--- src/rtl/microcode_loader.sv ---
// Programs one 24-bit microcode word into three parallel byte-wide flash ROMs
// (JEDEC unlock/program, DQ7 polling, read-back). Define MICROCODE_LOADER_ERASE_EN for chip erase.
module microcode_loader #(
  parameter int WE_LOW   = 3,
  parameter int POLL_MAX = 1000
) (
  input  logic        clk,
  input  logic        reset,
`ifdef MICROCODE_LOADER_ERASE_EN
  input  logic        erase,
`endif
  input  logic        req,
  input  logic [18:0] addr,
  input  logic [23:0] data,
  output logic        ack,
  output logic        busy,
  output logic        done,
  output logic        error,
  output logic        nhalt,
  output logic [18:0] fa,
  output logic [23:0] fd_o,
  output logic        fd_oe,
  input  logic [23:0] fd_i,
  output logic        nwe,
  output logic        noe
);

  typedef enum logic [2:0] {IDLE, SETUP, WLOW, HOLD, POLL, VERIFY, DONE, ERR} state_t;

  state_t      state;
  logic [2:0]  step;
  logic [7:0]  wecnt;
  logic [15:0] pollcnt;
  logic        phase;
  logic        erasing;
  logic [18:0] lat_addr;
  logic [23:0] lat_data;
  logic        start_erase;
  logic [2:0]  last_step;
  logic [42:0] next_word;
  logic        dq7_pass;

`ifdef MICROCODE_LOADER_ERASE_EN
  assign start_erase = erase;
`else
  assign start_erase = 1'b0;
`endif

  // Erase polls against an all-ones target, so the same DQ7 compare serves both modes.
  assign last_step = erasing ? 3'd5 : 3'd3;
  assign dq7_pass  = (fd_i[23] == lat_data[23]) &&
                     (fd_i[15] == lat_data[15]) &&
                     (fd_i[7]  == lat_data[7]);

  function automatic logic [42:0] bus_word(input logic [2:0]  s,
                                           input logic        er,
                                           input logic [18:0] a,
                                           input logic [23:0] d);
    logic [42:0] w;
    w = {a, d};
    if (er) begin
      case (s)
        3'd0, 3'd3: w = {19'h00555, 24'hAAAAAA};
        3'd1, 3'd4: w = {19'h002AA, 24'h555555};
        3'd2:       w = {19'h00555, 24'h808080};
        default:    w = {19'h00555, 24'h101010};
      endcase
    end else begin
      case (s)
        3'd0:    w = {19'h00555, 24'hAAAAAA};
        3'd1:    w = {19'h002AA, 24'h555555};
        3'd2:    w = {19'h00555, 24'hA0A0A0};
        default: w = {a, d};
      endcase
    end
    return w;
  endfunction

  assign next_word = bus_word(step + 3'd1, erasing, lat_addr, lat_data);

  always_ff @(posedge clk) begin
    if (reset) begin
      state    <= IDLE;
      step     <= 3'd0;
      wecnt    <= 8'd0;
      pollcnt  <= 16'd0;
      phase    <= 1'b0;
      erasing  <= 1'b0;
      lat_addr <= 19'h0;
      lat_data <= 24'h0;
      ack      <= 1'b0;
      busy     <= 1'b0;
      done     <= 1'b0;
      error    <= 1'b0;
      nhalt    <= 1'b1;
      fa       <= 19'h0;
      fd_o     <= 24'h0;
      fd_oe    <= 1'b0;
      nwe      <= 1'b1;
      noe      <= 1'b1;
    end else begin
      ack  <= 1'b0;
      done <= 1'b0;
      case (state)
        IDLE: begin
          if (start_erase || req) begin
            erasing  <= start_erase;
            lat_addr <= start_erase ? 19'h0 : addr;
            lat_data <= start_erase ? 24'hFFFFFF : data;
            ack      <= ~start_erase;
            busy     <= 1'b1;
            nhalt    <= 1'b0;
            error    <= 1'b0;
            step     <= 3'd0;
            pollcnt  <= 16'd0;
            fa       <= 19'h00555;
            fd_o     <= 24'hAAAAAA;
            fd_oe    <= 1'b1;
            nwe      <= 1'b1;
            noe      <= 1'b1;
            state    <= SETUP;
          end
        end

        SETUP: begin
          nwe   <= 1'b0;
          wecnt <= 8'd0;
          state <= WLOW;
        end

        WLOW: begin
          if (wecnt == 8'(WE_LOW - 1)) begin
            nwe   <= 1'b1;
            state <= HOLD;
          end else begin
            wecnt <= wecnt + 8'd1;
          end
        end

        // Address and data stay put through HOLD; the next word is loaded on leaving it.
        HOLD: begin
          if (step == last_step) begin
            fd_oe   <= 1'b0;
            noe     <= 1'b0;
            fa      <= lat_addr;
            pollcnt <= 16'd0;
            phase   <= 1'b0;
            state   <= POLL;
          end else begin
            step       <= step + 3'd1;
            {fa, fd_o} <= next_word;
            state      <= SETUP;
          end
        end

        POLL: begin
          phase <= ~phase;
          if (phase) begin
            if (dq7_pass) begin
              if (erasing) begin
                noe   <= 1'b1;
                done  <= 1'b1;
                state <= DONE;
              end else begin
                state <= VERIFY;
              end
            end else if (pollcnt >= 16'(POLL_MAX - 1)) begin
              pollcnt <= 16'(POLL_MAX);
              noe     <= 1'b1;
              error   <= 1'b1;
              state   <= ERR;
            end else begin
              pollcnt <= pollcnt + 16'd1;
            end
          end
        end

        VERIFY: begin
          phase <= ~phase;
          if (phase) begin
            noe <= 1'b1;
            if (fd_i == lat_data) begin
              done  <= 1'b1;
              state <= DONE;
            end else begin
              error <= 1'b1;
              state <= ERR;
            end
          end
        end

        DONE, ERR: begin
          busy  <= 1'b0;
          nhalt <= 1'b1;
          noe   <= 1'b1;
          nwe   <= 1'b1;
          fd_oe <= 1'b0;
          state <= IDLE;
        end

        default: state <= IDLE;
      endcase
    end
  end

endmodule

--- config.mk ---
export PLATFORM = sky130hd
export DESIGN_NAME = microcode_loader
export DESIGN_NICKNAME = d
export VERILOG_FILES = /design/src/rtl/microcode_loader.sv
export SDC_FILE = /design/constraint.sdc
export NUM_CORES = 1
export LEC_CHECK = 0
export BUFFER_PORTS_ARGS = -buffer_cell sky130_fd_sc_hd__buf_2
export CORE_ASPECT_RATIO = 1.5
export CORE_MARGIN = 2
export CORE_UTILIZATION = 49
export DETAILED_ROUTE_END_ITERATION = 8
export PLACE_DENSITY = 0.78
export RECOVER_POWER = 100
export SYNTH_ARGS = -nofsm -noshare
export SYNTH_HDL_FRONTEND = slang
export SYNTH_SLANG_ARGS = --single-unit
--- constraint.sdc ---
create_clock -name clk -period 2.25 [get_ports clk]
set_clock_uncertainty 0.2 [all_clocks]
set_input_delay 0.1125 -clock clk [delete_from_list [all_inputs] [get_ports clk]]
set_output_delay 0.1125 -clock clk [all_outputs]
set_load 0.03 [all_outputs]
# ---- Word-level counts from Yosys, hierarchy flattened
# Index checks and enable logic that the tools add are counted.
dict set report totals {
  register_bits 125
  inputBits 70
  out_inout_bits 51
  elab_cells 125
}
dict set report op_classes {
  n_addsub 3
  magnitude_cmp 1
  n_eq_ne 26
  muxes 46
  bitwise_logic 3
  reduce_logical 29
}
# cell n
set op_table {}
lappend op_table {{43-bit case mux with 3 select lines} 1}
lappend op_table {{16-bit two-way mux} 5}
lappend op_table {{24-bit two-way mux} 2}
lappend op_table {{16-bit case mux with 3 select lines} 1}
lappend op_table {{24-bit case mux with 2 select lines} 1}
lappend op_table {{19-bit two-way mux} 2}
lappend op_table {{19-bit case mux with 2 select lines} 1}
lappend op_table {{3-bit two-way mux} 9}
lappend op_table {{24-bit equality test} 1}
lappend op_table {{3-bit case mux with 7 select lines} 1}
lappend op_table {{2-bit inequality test, second input constant} 10}
lappend op_table {{16-bit by 1-bit adder with 16-bit output, second input constant} 1}
lappend op_table {{16-bit by 10-bit >= comparator with 1-bit output, second input constant} 1}
lappend op_table {{8-bit case mux with 2 select lines} 1}
lappend op_table {{7-bit AND reduction} 2}
lappend op_table {{1-bit two-way mux} 13}
lappend op_table {{3-bit by 2-bit equality test with 1-bit output, second input constant} 4}
lappend op_table {{3-bit equality test, second input constant} 4}
lappend op_table {{2-bit AND reduction} 5}
lappend op_table {{5-bit AND reduction} 2}
lappend op_table {{3-bit AND reduction} 3}
lappend op_table {{3-bit nonzero test} 3}
lappend op_table {{8-bit by 1-bit adder with 8-bit output, second input constant} 1}
lappend op_table {{8-bit by 2-bit equality test with 1-bit output, second input constant} 1}
lappend op_table {{other kinds (18)} 33}

# ---- Longest topological paths before layout
# Gate-level depths: netlist of the first run.
dict set report depth {
  ltp_word 6
  mapped_depth 9
  mapped_depth_nobuf 7
}

# ---- Least setup slack after synthesis of the first run
# No wires, ideal clock.
dict set report synth_timing {
  kind {register to register}
  start {reg step[0]}
  end {reg fa[11]}
  setup_time_ns 0.128
  arrival_time_ns 1.917
  required_time_ns 1.922
  path_slack_ns 0.006
  path_stages_with_launch 10
  n_path_buf 2
  period_less_slack_ns 2.244
  path_cell_list {dfxtp_1 > ha_1 > ha_1 > nand2_1 > or2_2 > clkbuf_1 > nor2b_1 > clkbuf_1 > a22oi_1 > nor2_1}
}
dict set report synth_via {
  elab_chain_len 5
  elab_cells_between_ends 8
  classes_between {add/sub (1); eq/ne (3); mux (3); reduce/logical (1)}
}
# item line_no
set synth_rtl {}
lappend synth_rtl {{start, declared} 31} ;# logic [2:0] step;
lappend synth_rtl {{start signal, assigned} 150} ;# step <= step + 3'd1;
lappend synth_rtl {{3-bit by 1-bit adder with 3-bit output} 79} ;# assign next_word = bus_word(step + 3'd1, erasing, lat_addr, lat_data);
lappend synth_rtl {{3-bit by 2-bit equality test with 1-bit output, or another cell as far along} 69} ;# case (s)
lappend synth_rtl {{43-bit case mux with 3 select lines} 69}
lappend synth_rtl {{19-bit two-way mux (*)} 142} ;# if (step == last_step) begin
lappend synth_rtl {{19-bit case mux with 2 select lines (*)} 104} ;# case (state)
lappend synth_rtl {{end signal, assigned} 145} ;# fa <= lat_addr;
lappend synth_rtl {{end signal, assigned} 151} ;# {fa, fd_o} <= next_word;
lappend synth_rtl {{end, declared} 20} ;# output logic [18:0] fa,
# Mark *: on every way between the ends. The rest lies on a longest branch, timed or not.
# A chain may end at the register's enable or synchronous reset.

# ---- Final worst setup path of the first run
dict set report layout_timing {
  start {reg pollcnt[12]}
  end {reg pollcnt[0]}
}
dict set report layout_via {
  elab_chain_len 5
}
# item line_no
set layout_rtl {}
lappend layout_rtl {{start, declared} 33} ;# logic [15:0] pollcnt;
lappend layout_rtl {{start signal, assigned} 168} ;# pollcnt <= 16'(POLL_MAX);
lappend layout_rtl {{start signal, assigned} 173} ;# pollcnt <= pollcnt + 16'd1;
lappend layout_rtl {{16-bit by 10-bit >= comparator with 1-bit output} 167} ;# end else if (pollcnt >= 16'(POLL_MAX - 1)) begin
lappend layout_rtl {{16-bit two-way mux} 167}
lappend layout_rtl {{16-bit two-way mux} 159} ;# if (dq7_pass) begin
lappend layout_rtl {{16-bit two-way mux} 158} ;# if (phase) begin
lappend layout_rtl {{16-bit case mux with 3 select lines} 104}
# Every way passes these cells. The select of a mux whose other input is x is not followed.

==> results of run 1 <==
[metrics by stage]
| stage | setup slack, ns | total power, uW |
|---|---|---|
| after floorplan | 0.00578 | 3310 |
| after global placement | 0.0782 | 3640 |
| after detailed placement | -0.0533 | 3680 |
| after CTS | 0.00828 | 6530 |
| after global routing | -0.0107 | 6750 |
| final | 0.0831 | 6500 |
[routing by layer]
metal	vias up	wire length (um)	share of wire	track usage
met5	-	0	0	0
met4	0	796	0.051	0.166
met3	65	809	0.052	0.0655
met2	208	8350	0.54	0.480
met1	2640	5590	0.36	0.260
li1	2653	-	-	-
[flip-flops by register name (all words and copies together), names as in the netlist]
register,cells
fd_oe,1
fd_o,24
nhalt,1
phase,1
lat_data,24
ack,1
state,3
nwe,1
noe,1
fa,19
busy,1
pollcnt,16
done,1
lat_addr,19
step,3
wecnt,8
error,1
[cell usage after synthesis, types with 4 or more instances]
cell type / number
nand3_1: 16
xor2_1: 7
ha_1: 8
dfxtp_1: 125
and3_1: 5
clkbuf_1: 26
a21oi_1: 82
a221oi_1: 5
buf_1: 5
o21ai_0: 16
a211oi_1: 11
xnor2_1: 26
and4_1: 4
nor2_1: 82
nor2b_1: 6
inv_1: 12
a22oi_1: 8
nand4_1: 7
a311oi_1: 7
nand2_1: 122
nor3_1: 23
buf_2: 6
[power breakdown]
group	switching (uW)	internal, uW	total, uW	leakage [uW]
clock	1010	1800	2810	0.000292
sequential	132	2400	2530	0.00102
combinational	763	398	1160	0.00154
[worst paths after layout]
path	slack, ns	depth (start not counted)	start	end
setup / recovery	0.08	5	pollcnt[12]	pollcnt[0]
hold / removal	0.10	5	req	fd_oe
setup reg to reg	0.08	5	pollcnt[12]	pollcnt[0]
hold reg to reg	0.26	2	lat_addr[16]	lat_addr[16]
[critical path, delay by kind of cell (launching register included)]
| kind | cells | cell delay (ns) |
|---|---|---|
| simple gates | 4 | 1.41 |
| flops | 1 | 0.33 |
| compound gates | 1 | 0.15 |
[final cells by class]
class,instances,area share
repair buffers,190,0.162
inverters,12,0.00619
multi-input cells,490,0.377
well taps,147,0.0253
flip-flops and latches,125,0.344
clock buffers,19,0.0623
clock inverters,13,0.0227
[cells by family (layout without fill, tap and decap cells)]
| family | after synthesis | after routing |
|---|---|---|
| adder cells (fa/ha/maj) | 8 | 8 |
| AO/OA/AOI/OAI | 148 | 148 |
| buffers and inverters | 52 | 234 |
| multiplexers | 3 | 3 |
| XOR/XNOR | 33 | 33 |
| flip-flops | 125 | 125 |
| AND/OR/NAND/NOR | 298 | 298 |
[repair_timing]
action,CTS,global route
hold buffers,44,0
hold endpoints to repair,61,0
setup buffers,0,0
gates resized for setup,3,11
setup endpoints to repair,12,42
pin swaps,0,0
==> impl_summary.log, run 1 <==
[metrics] Final ANT Viol Nets: 0
[metrics] share of synthesized flip-flops with an asynchronous set or reset: 0
[metrics] number of standard-cell rows in the floorplan: 47
[metrics] arithmetic-cell share of the synthesized area counting full adders, half adders and majority gates: 0.0185
[metrics] path category of the worst min-delay check: in2reg
[metrics] post-synth cell types: 60
[metrics] die boundary height: 133 um
[metrics] I/O pin count: 121
[metrics] layout cells sized above 1: 0.177
[metrics] gate count after technology mapping: 667
[metrics] transition time at the pin with the least slew margin: 0.669 ns
[metrics] top_reg_cell synth: dfxtp_1
[metrics] maximum clock path buffer count: 2
[metrics] number of global-route vias before repair: 5480
[metrics] master cell of the clock root buffer: clkbuf_16
[metrics] # diodes: 0
[metrics] placed instance area: 6230 um^2
[metrics] flip-flop and latch area: 2500 um^2
[metrics] warnings from Yosys: 0
[metrics] slowest stage cell, crit path: or4_4
[metrics] fraction of synthesized area in multiplexers: 0.00555
[metrics] latest clock arrival within the worst-skew pair: 0.41 ns
[metrics] setup_tns: 0 ns
[metrics] largest fanout on the critical path: 9
[metrics] clock tree from TritonCTS: built
[metrics] Area growth, synth to finish: 34.5%
[metrics] first-pass iteration count of the detailed router: 5
[metrics] netlist area before placement: 5410 um^2
[metrics] most frequent cells in the layout: dfxtp_1, nand2_1, a21oi_1
[metrics] number of instances in the placed design: 920
[metrics] multi-input combinational cell area: 2750 um^2
[metrics] post-layout instance count excluding filler cells: 996
[metrics] total number of vias: 5566
[metrics] most common cell after layout, fill and taps aside: dfxtp_1
[metrics] number of nets produced by synthesis: 745
[metrics] fill count: 846
[metrics] initial drt markers: 265
[metrics] data arrival time of the worst path: 2.30 ns
[metrics] Yosys top cell by area: dfxtp_1
[metrics] Post-Synth Simple-Gate Area: 0.255
[metrics] result of the run: completed
[metrics] dominant combinational cell family by area after synthesis: simple AND/OR/NAND/NOR gates
[metrics] fin nets: 914
[metrics] critical path launch point type: flop
[metrics] number of max-slew violations in the final report: 0
[metrics] post-CTS clock slew at the launch and capture registers of the worst setup and hold paths: 0.06 ns
[metrics] number of sinks driven by the clock tree: 125
[metrics] maximum number of pins on one net before global-route repair: 47
[metrics] PortBufs: 120
[metrics] core footprint: 10900 um^2
[metrics] area share of the largest cell type after synthesis: 0.463
[metrics] complex-gate fraction of the synthesized area: 0.164
[metrics] data required time at the worst endpoint: 2.38 ns
[metrics] nature of the critical path endpoint: flop
[metrics] detailed-route vias per instance: 5.59
[metrics] Min Hold Slack: 0.105 ns
[metrics] area share of xor/xnor cells in the synthesized design: 0.0534
[metrics] Worst Path Class, Setup: reg2reg
[metrics] final hold vios: 0
[metrics] Chip Width: 89.8 um
[metrics] final setup vio count: 0
[metrics] die area: 11900 um^2
[metrics] pwr/cell area: 893 nW/um^2
[metrics] slew margin rel.: 0.553
[metrics] period utilisation layout: 0.963
[metrics] final core occ: 0.669
[metrics] average footprint of a synthesized cell: 8.11 um^2
[metrics] count of maximum capacitance violations: 0
[metrics] global-route total usage across every layer: 0.261
[metrics] global-route wire length before repair: 25200 um
[metrics] worst path cell trace: or4_4 -> nor3_4 -> nand2_4 -> or4_1 -> a21oi_1
[metrics] HPWL Detailed: 10500 um
[metrics] top cells by area in the synthesized netlist: dfxtp_1, nand2_1, a21oi_1
[metrics] f_max: 461 MHz
[metrics] sequential cell area fraction in the yosys report: 0.463
[metrics] number of storage elements in the synthesis netlist: 125
[metrics] Max stage delay on crit path: 0.55 ns
[metrics] number of remaining DRC errors: 0
[metrics] number of CTS-inserted buffers: 17
[metrics] post-layout instance area: 7280 um^2
[metrics] total grt overflow: 0
[metrics] Total Wirelength: 15600 um
[metrics] routed wirelength normalized by instance count: 15.6 um
[metrics] static leakage: 0.00285 uW
[metrics] H-Tree Depth: 4
[metrics] Initial Util: 0.497
[metrics] crit path time final: 2.17 ns
[metrics] count of flip-flops with a built-in enable after synthesis: 0
[metrics] peak supply drop: 0.619 mV
[metrics] number of antenna violations at the first check in global routing: 0
[metrics] final weighted congestion in routability-driven placement: 0.878
(Power assumes the default switching activity.)
==> inputs of run 2 (changes only) <==
--- a/config.mk
+++ b/config.mk
@@ -7,10 +7,9 @@
 export LEC_CHECK = 0
 export BUFFER_PORTS_ARGS = -buffer_cell sky130_fd_sc_hd__buf_2
 export CORE_ASPECT_RATIO = 1.5
-export CORE_MARGIN = 2
-export CORE_UTILIZATION = 49
+export CORE_UTILIZATION = 54
 export DETAILED_ROUTE_END_ITERATION = 8
-export PLACE_DENSITY = 0.78
+export PLACE_DENSITY = 0.82
 export RECOVER_POWER = 100
 export SYNTH_ARGS = -nofsm -noshare
 export SYNTH_HDL_FRONTEND = slang
==> constraint.sdc (replaced) <==
create_clock -name clk -period 2.33 [get_ports clk]
set_clock_uncertainty 0.2 [all_clocks]
set_input_delay 0.1165 -clock clk [delete_from_list [all_inputs] [get_ports clk]]
set_output_delay 0.1165 -clock clk [all_outputs]
set_load 0.03 [all_outputs]
==> impl_summary.log, run 2 (synthesis gave the netlist of run 1 again) <==
[metrics] result of the run: completed
[metrics] H-Tree Depth: 4
[metrics] setup ws final: 0.123 ns
[metrics] Worst Path Class, Setup: reg2reg
[metrics] final weighted congestion in routability-driven placement: 0.827
[metrics] Initial Util: 0.558
[metrics] total number of vias: 5458
[metrics] master cell of the clock root buffer: clkbuf_16
[metrics] PortBufs: 120
[metrics] data required time at the worst endpoint: 2.46 ns
[metrics] largest registers: fd_o x24, lat_data x24
[metrics] total grt overflow: 0
[metrics] global-route wire length before repair: 25000 um
[metrics] die area: 10400 um^2
[metrics] maximum number of pins on one net before global-route repair: 71
[metrics] critical path launch point type: flop
[metrics] routed wirelength normalized by instance count: 16.2 um
[metrics] transition time at the pin with the least slew margin: 0.762 ns
[metrics] die boundary height: 125 um
[metrics] period utilisation layout: 0.947
[metrics] slew margin rel.: 0.488
[metrics] Post-CTS Repair Setup Buffers: 0
[metrics] number of global-route vias before repair: 5482
[metrics] number of antenna violations at the first check in global routing: 0
[metrics] Area growth, synth to finish: 31.3%
[metrics] number of max-slew violations in the final report: 0
[metrics] setup_tns: 0 ns
[metrics] Final ANT Viol Nets: 0
[metrics] count of maximum capacitance violations: 0
[metrics] # diodes: 0
[metrics] Chip Width: 83.7 um
[metrics] post-layout instance area: 7110 um^2
[metrics] number of CTS-inserted buffers: 17
[metrics] layout cells sized above 1: 0.163
[metrics] largest fanout on the critical path: 9
[metrics] R2R setup slack: 0.12 ns
[metrics] pre-CTS WS: 0.0440 ns
[metrics] maximum clock path buffer count: 2
[metrics] initial drt markers: 343
[metrics] Total Wirelength: 15500 um
[metrics] global-route total usage across every layer: 0.299
[metrics] latest clock arrival within the worst-skew pair: 0.41 ns
[metrics] fin nets: 908
[metrics] static leakage: 0.00279 uW
[metrics] first-pass iteration count of the detailed router: 6
[metrics] data arrival time of the worst path: 2.33 ns
[metrics] nature of the critical path endpoint: flop
[metrics] detailed-route vias per instance: 5.72
[metrics] crit path time final: 2.21 ns
[metrics] final hold vios: 0
[metrics] core footprint: 9690 um^2
[metrics] fill count: 716
[metrics] I/O pin count: 121
[metrics] pwr/cell area: 857 nW/um^2
[metrics] peak supply drop: 0.568 mV
[metrics] most common cell after layout, fill and taps aside: dfxtp_1
[metrics] f_max: 453 MHz
[metrics] clock tree from TritonCTS: built
[metrics] post-CTS clock slew at the launch and capture registers of the worst setup and hold paths: 0.05 ns
[metrics] final setup vio count: 0
[metrics] number of sinks driven by the clock tree: 125
[metrics] path category of the worst min-delay check: in2reg
[metrics] placed instance area: 6160 um^2
[metrics] number of remaining DRC errors: 0
[metrics] most frequent cells in the layout: dfxtp_1, nand2_1, a21oi_1
[metrics] HPWL Detailed: 9920 um
[metrics] number of standard-cell rows in the floorplan: 44
[run 2: path summary, 6_finish.rpt]
path / startpoint / endpoint / depth (start not counted)
min: reset / step[2] / 2
min reg2reg: lat_addr[6] / lat_addr[6] / 2
max reg2reg: pollcnt[12] / pollcnt[0] / 5
max: pollcnt[12] / pollcnt[0] / 5
[run 2: through the flow]
| stage | instances | hold WS, ns | utilization | total power (uW) |
|---|---|---|---|---|
| 3_5_place_dp | 883 | 0.162 | 0.635 | 3540 |
| 2_1_floorplan | 667 | 0.0498 | - | 3190 |
| 4_1_cts | 955 | 0.0310 | 0.738 | 6110 |
| 3_3_place_gp | 883 | 0.157 | 0.635 | 3510 |
| 5_1_grt | 955 | 0.0649 | 0.733 | 6320 |
| 6_report | 955 | 0.0459 | 0.733 | 6090 |
[run 2: repair_timing]
item                                    CTS  global route
endpoints found under the setup margin    0            27
resized for setup                         0             8
hold buffers                             43             0
hold endpoints to repair                 43             0
[run 2: where the power goes]
group	internal, uW	total [uW]	switching [uW]
logic	385	1120	735
clock network	1630	2530	897
registers	2320	2440	124
[run 2: final cells by class]
class                      count  area (um^2)  share of cell area
clock buffer                  22          474              0.0667
multi-input combinational    490         2710               0.382
timing repair buffer         184         1130               0.160
clock inverter                 7         90.1              0.0127
tap                          115          144              0.0203
sequential                   125         2500               0.352
inverter                      12         45.0             0.00634
[run 2: per-layer routing]
| metal | vias to the layer above | wire (um) | GRT usage |
|---|---|---|---|
| met5 | - | 0 | 0 |
| met4 | 0 | 616 | 0.174 |
| met3 | 56 | 698 | 0.0643 |
| met2 | 207 | 8390 | 0.547 |
| met1 | 2564 | 5750 | 0.309 |
| li1 | 2631 | - | - |
[run 2: worst max-delay path, cell delays in order, from the launching register on]
cell     delay, ns
dfxtp_1       0.33
or4_4         0.55
nor3_4        0.23
nand2_4       0.12
or4_1         0.54
a21oi_1       0.16
==> inputs of run 3 (changes only) <==
--- a/config.mk
+++ b/config.mk
@@ -6,11 +6,12 @@
 export NUM_CORES = 1
 export LEC_CHECK = 0
 export BUFFER_PORTS_ARGS = -buffer_cell sky130_fd_sc_hd__buf_2
-export CORE_ASPECT_RATIO = 1.5
+export CORE_MARGIN = 2
 export CORE_UTILIZATION = 54
 export DETAILED_ROUTE_END_ITERATION = 8
 export PLACE_DENSITY = 0.82
 export RECOVER_POWER = 100
+export SLEW_MARGIN = 0
 export SYNTH_ARGS = -nofsm -noshare
 export SYNTH_HDL_FRONTEND = slang
 export SYNTH_SLANG_ARGS = --single-unit
==> impl_summary.log, run 3 (synthesis gave the netlist of run 1 again) <==
[metrics] result of the run: completed
[metrics] fill count: 723
[metrics] maximum clock path buffer count: 2
[metrics] count of maximum capacitance violations: 0
[metrics] number of global-route vias before repair: 5468
[metrics] PortBufs: 120
[metrics] final core occ: 0.742
[metrics] flip-flop and latch area: 2500 um^2
[metrics] data required time at the worst endpoint: 2.54 ns
[metrics] die area: 10800 um^2
[metrics] final weighted congestion in routability-driven placement: 0.857
[metrics] global-route total usage across every layer: 0.290
[metrics] number of sinks driven by the clock tree: 125
[metrics] Chip Width: 104 um
[metrics] most common cell after layout, fill and taps aside: dfxtp_1
[metrics] master cell of the clock root buffer: clkbuf_8
[metrics] post-CTS clock slew at the launch and capture registers of the worst setup and hold paths: 0.06 ns
[metrics] Area growth, synth to finish: 33.5%
[metrics] first-pass iteration count of the detailed router: 5
[metrics] initial drt markers: 415
[metrics] static leakage: 0.00284 uW
[metrics] overall power: 6360 uW
[metrics] total number of vias: 5440
[metrics] critical path launch point type: flop
[metrics] Worst Path Class, Setup: reg2reg
[metrics] Final ANT Viol Nets: 0
[metrics] die boundary height: 104 um
[metrics] global-route wire length before repair: 25700 um
[metrics] H-Tree Depth: 4
[metrics] layout cells sized above 1: 0.169
[metrics] Initial Util: 0.556
[metrics] transition time at the pin with the least slew margin: 0.771 ns
[metrics] most frequent cells in the layout: dfxtp_1, nand2_1, a21oi_1
[metrics] I/O pin count: 121
[metrics] final setup vio count: 0
[metrics] maximum number of pins on one net before global-route repair: 62
[metrics] nature of the critical path endpoint: flop
[metrics] number of standard-cell rows in the floorplan: 36
[metrics] path category of the worst min-delay check: in2reg
[metrics] # diodes: 0
[metrics] number of antenna violations at the first check in global routing: 0
[metrics] period utilisation layout: 0.959
[metrics] routed wirelength normalized by instance count: 15.8 um
[metrics] HPWL Detailed: 9720 um
[metrics] data arrival time of the worst path: 2.45 ns
[metrics] Min Hold Slack: 0.0470 ns
[metrics] peak supply drop: 0.478 mV
[metrics] Total Wirelength: 15400 um
[metrics] latest clock arrival within the worst-skew pair: 0.52 ns
[metrics] largest fanout on the critical path: 8
[metrics] number of max-slew violations in the final report: 0
[metrics] detailed-route vias per instance: 5.56
[metrics] placed instance area: 6170 um^2
[metrics] number of remaining DRC errors: 0
[metrics] slew margin rel.: 0.482
[metrics] largest registers: fd_o x24, lat_data x24
[metrics] post-layout instance area: 7220 um^2
[metrics] final hold vios: 0
[metrics] pwr/cell area: 881 nW/um^2
[metrics] number of CTS-inserted buffers: 17
[metrics] total grt overflow: 0
[metrics] number of instances in the placed design: 900
[metrics] fin nets: 910
[metrics] f_max: 447 MHz
[metrics] core footprint: 9730 um^2
[metrics] clock tree from TritonCTS: built
[metrics] post-layout instance count excluding filler cells: 978
[metrics] crit path time final: 2.24 ns
[metrics] multi-input combinational cell area: 2720 um^2
## run 3: cell count changes in the layout (fill, tap and decap cells not counted), moves of 2 or more
cell and change:
dlygate4sd3_1 +2, bufinv_16 +2, clkbuf_8 +2, clkbuf_1 -2
## run 3: power by group
part | switching [uW] | total [uW] | leakage (uW) | internal (uW)
clock | 947 | 2790 | 0.000306 | 1840
combinational | 730 | 1120 | 0.00151 | 395
sequential | 130 | 2450 | 0.00102 | 2320
total | 1810 | 6360 | 0.00284 | 4550
## run 3: repair_timing
| item | 4_1_cts | 5_1_grt |
|---|---|---|
| endpoints found under the setup margin | 1 | 31 |
| buffers inserted | 0 | 1 |
| hold buffers | 45 | 0 |
| endpoints found under the hold margin | 64 | 0 |
| pin swaps | 0 | 1 |
| gates resized for setup | 1 | 9 |
## run 3: layer usage
layer / vias to the layer above / track usage / wire [um]
li1: 2643 / - / -
met1: 2549 / 0.339 / 6230
met2: 212 / 0.503 / 7960
met3: 36 / 0.0714 / 837
met4: 0 / 0.129 / 404
met5: - / 0 / 0
## run 3: stage by stage
step	setup TNS, ns	worst slack, ns
after global routing	-0.0466	-0.0271
after floorplan	0	0.0858
after CTS	0	0.0494
final	0	0.0947
after detailed placement	0	0.0650
after global placement	0	0.167
## run 3: cell type report
type | count | share of cell area
clock buffers | 21 | 0.0650
clock inverters | 11 | 0.0225
inverters | 12 | 0.00624
multi-input cells | 490 | 0.377
flip-flops and latches | 125 | 0.346
well taps | 133 | 0.0230
repair buffers | 186 | 0.160
## run 3: worst paths after layout
path	startpoint	to	slack [ns]	cells after the start
worst max-delay path	step[1]	pollcnt[4]	0.09	7
worst min-delay path	fd_i[16]	error	0.05	6
worst max register to register	step[1]	pollcnt[4]	0.09	7
worst min register to register	lat_addr[10]	lat_addr[10]	0.26	2
## run 3: worst max-delay path: stages, from the launching register on
cell	delay [ns]
dfxtp_1	0.39
ha_1	0.18
ha_2	0.25
nand4b_1	0.26
and3_1	0.32
nor4b_2	0.31
xnor2_1	0.16
nor2_1	0.05
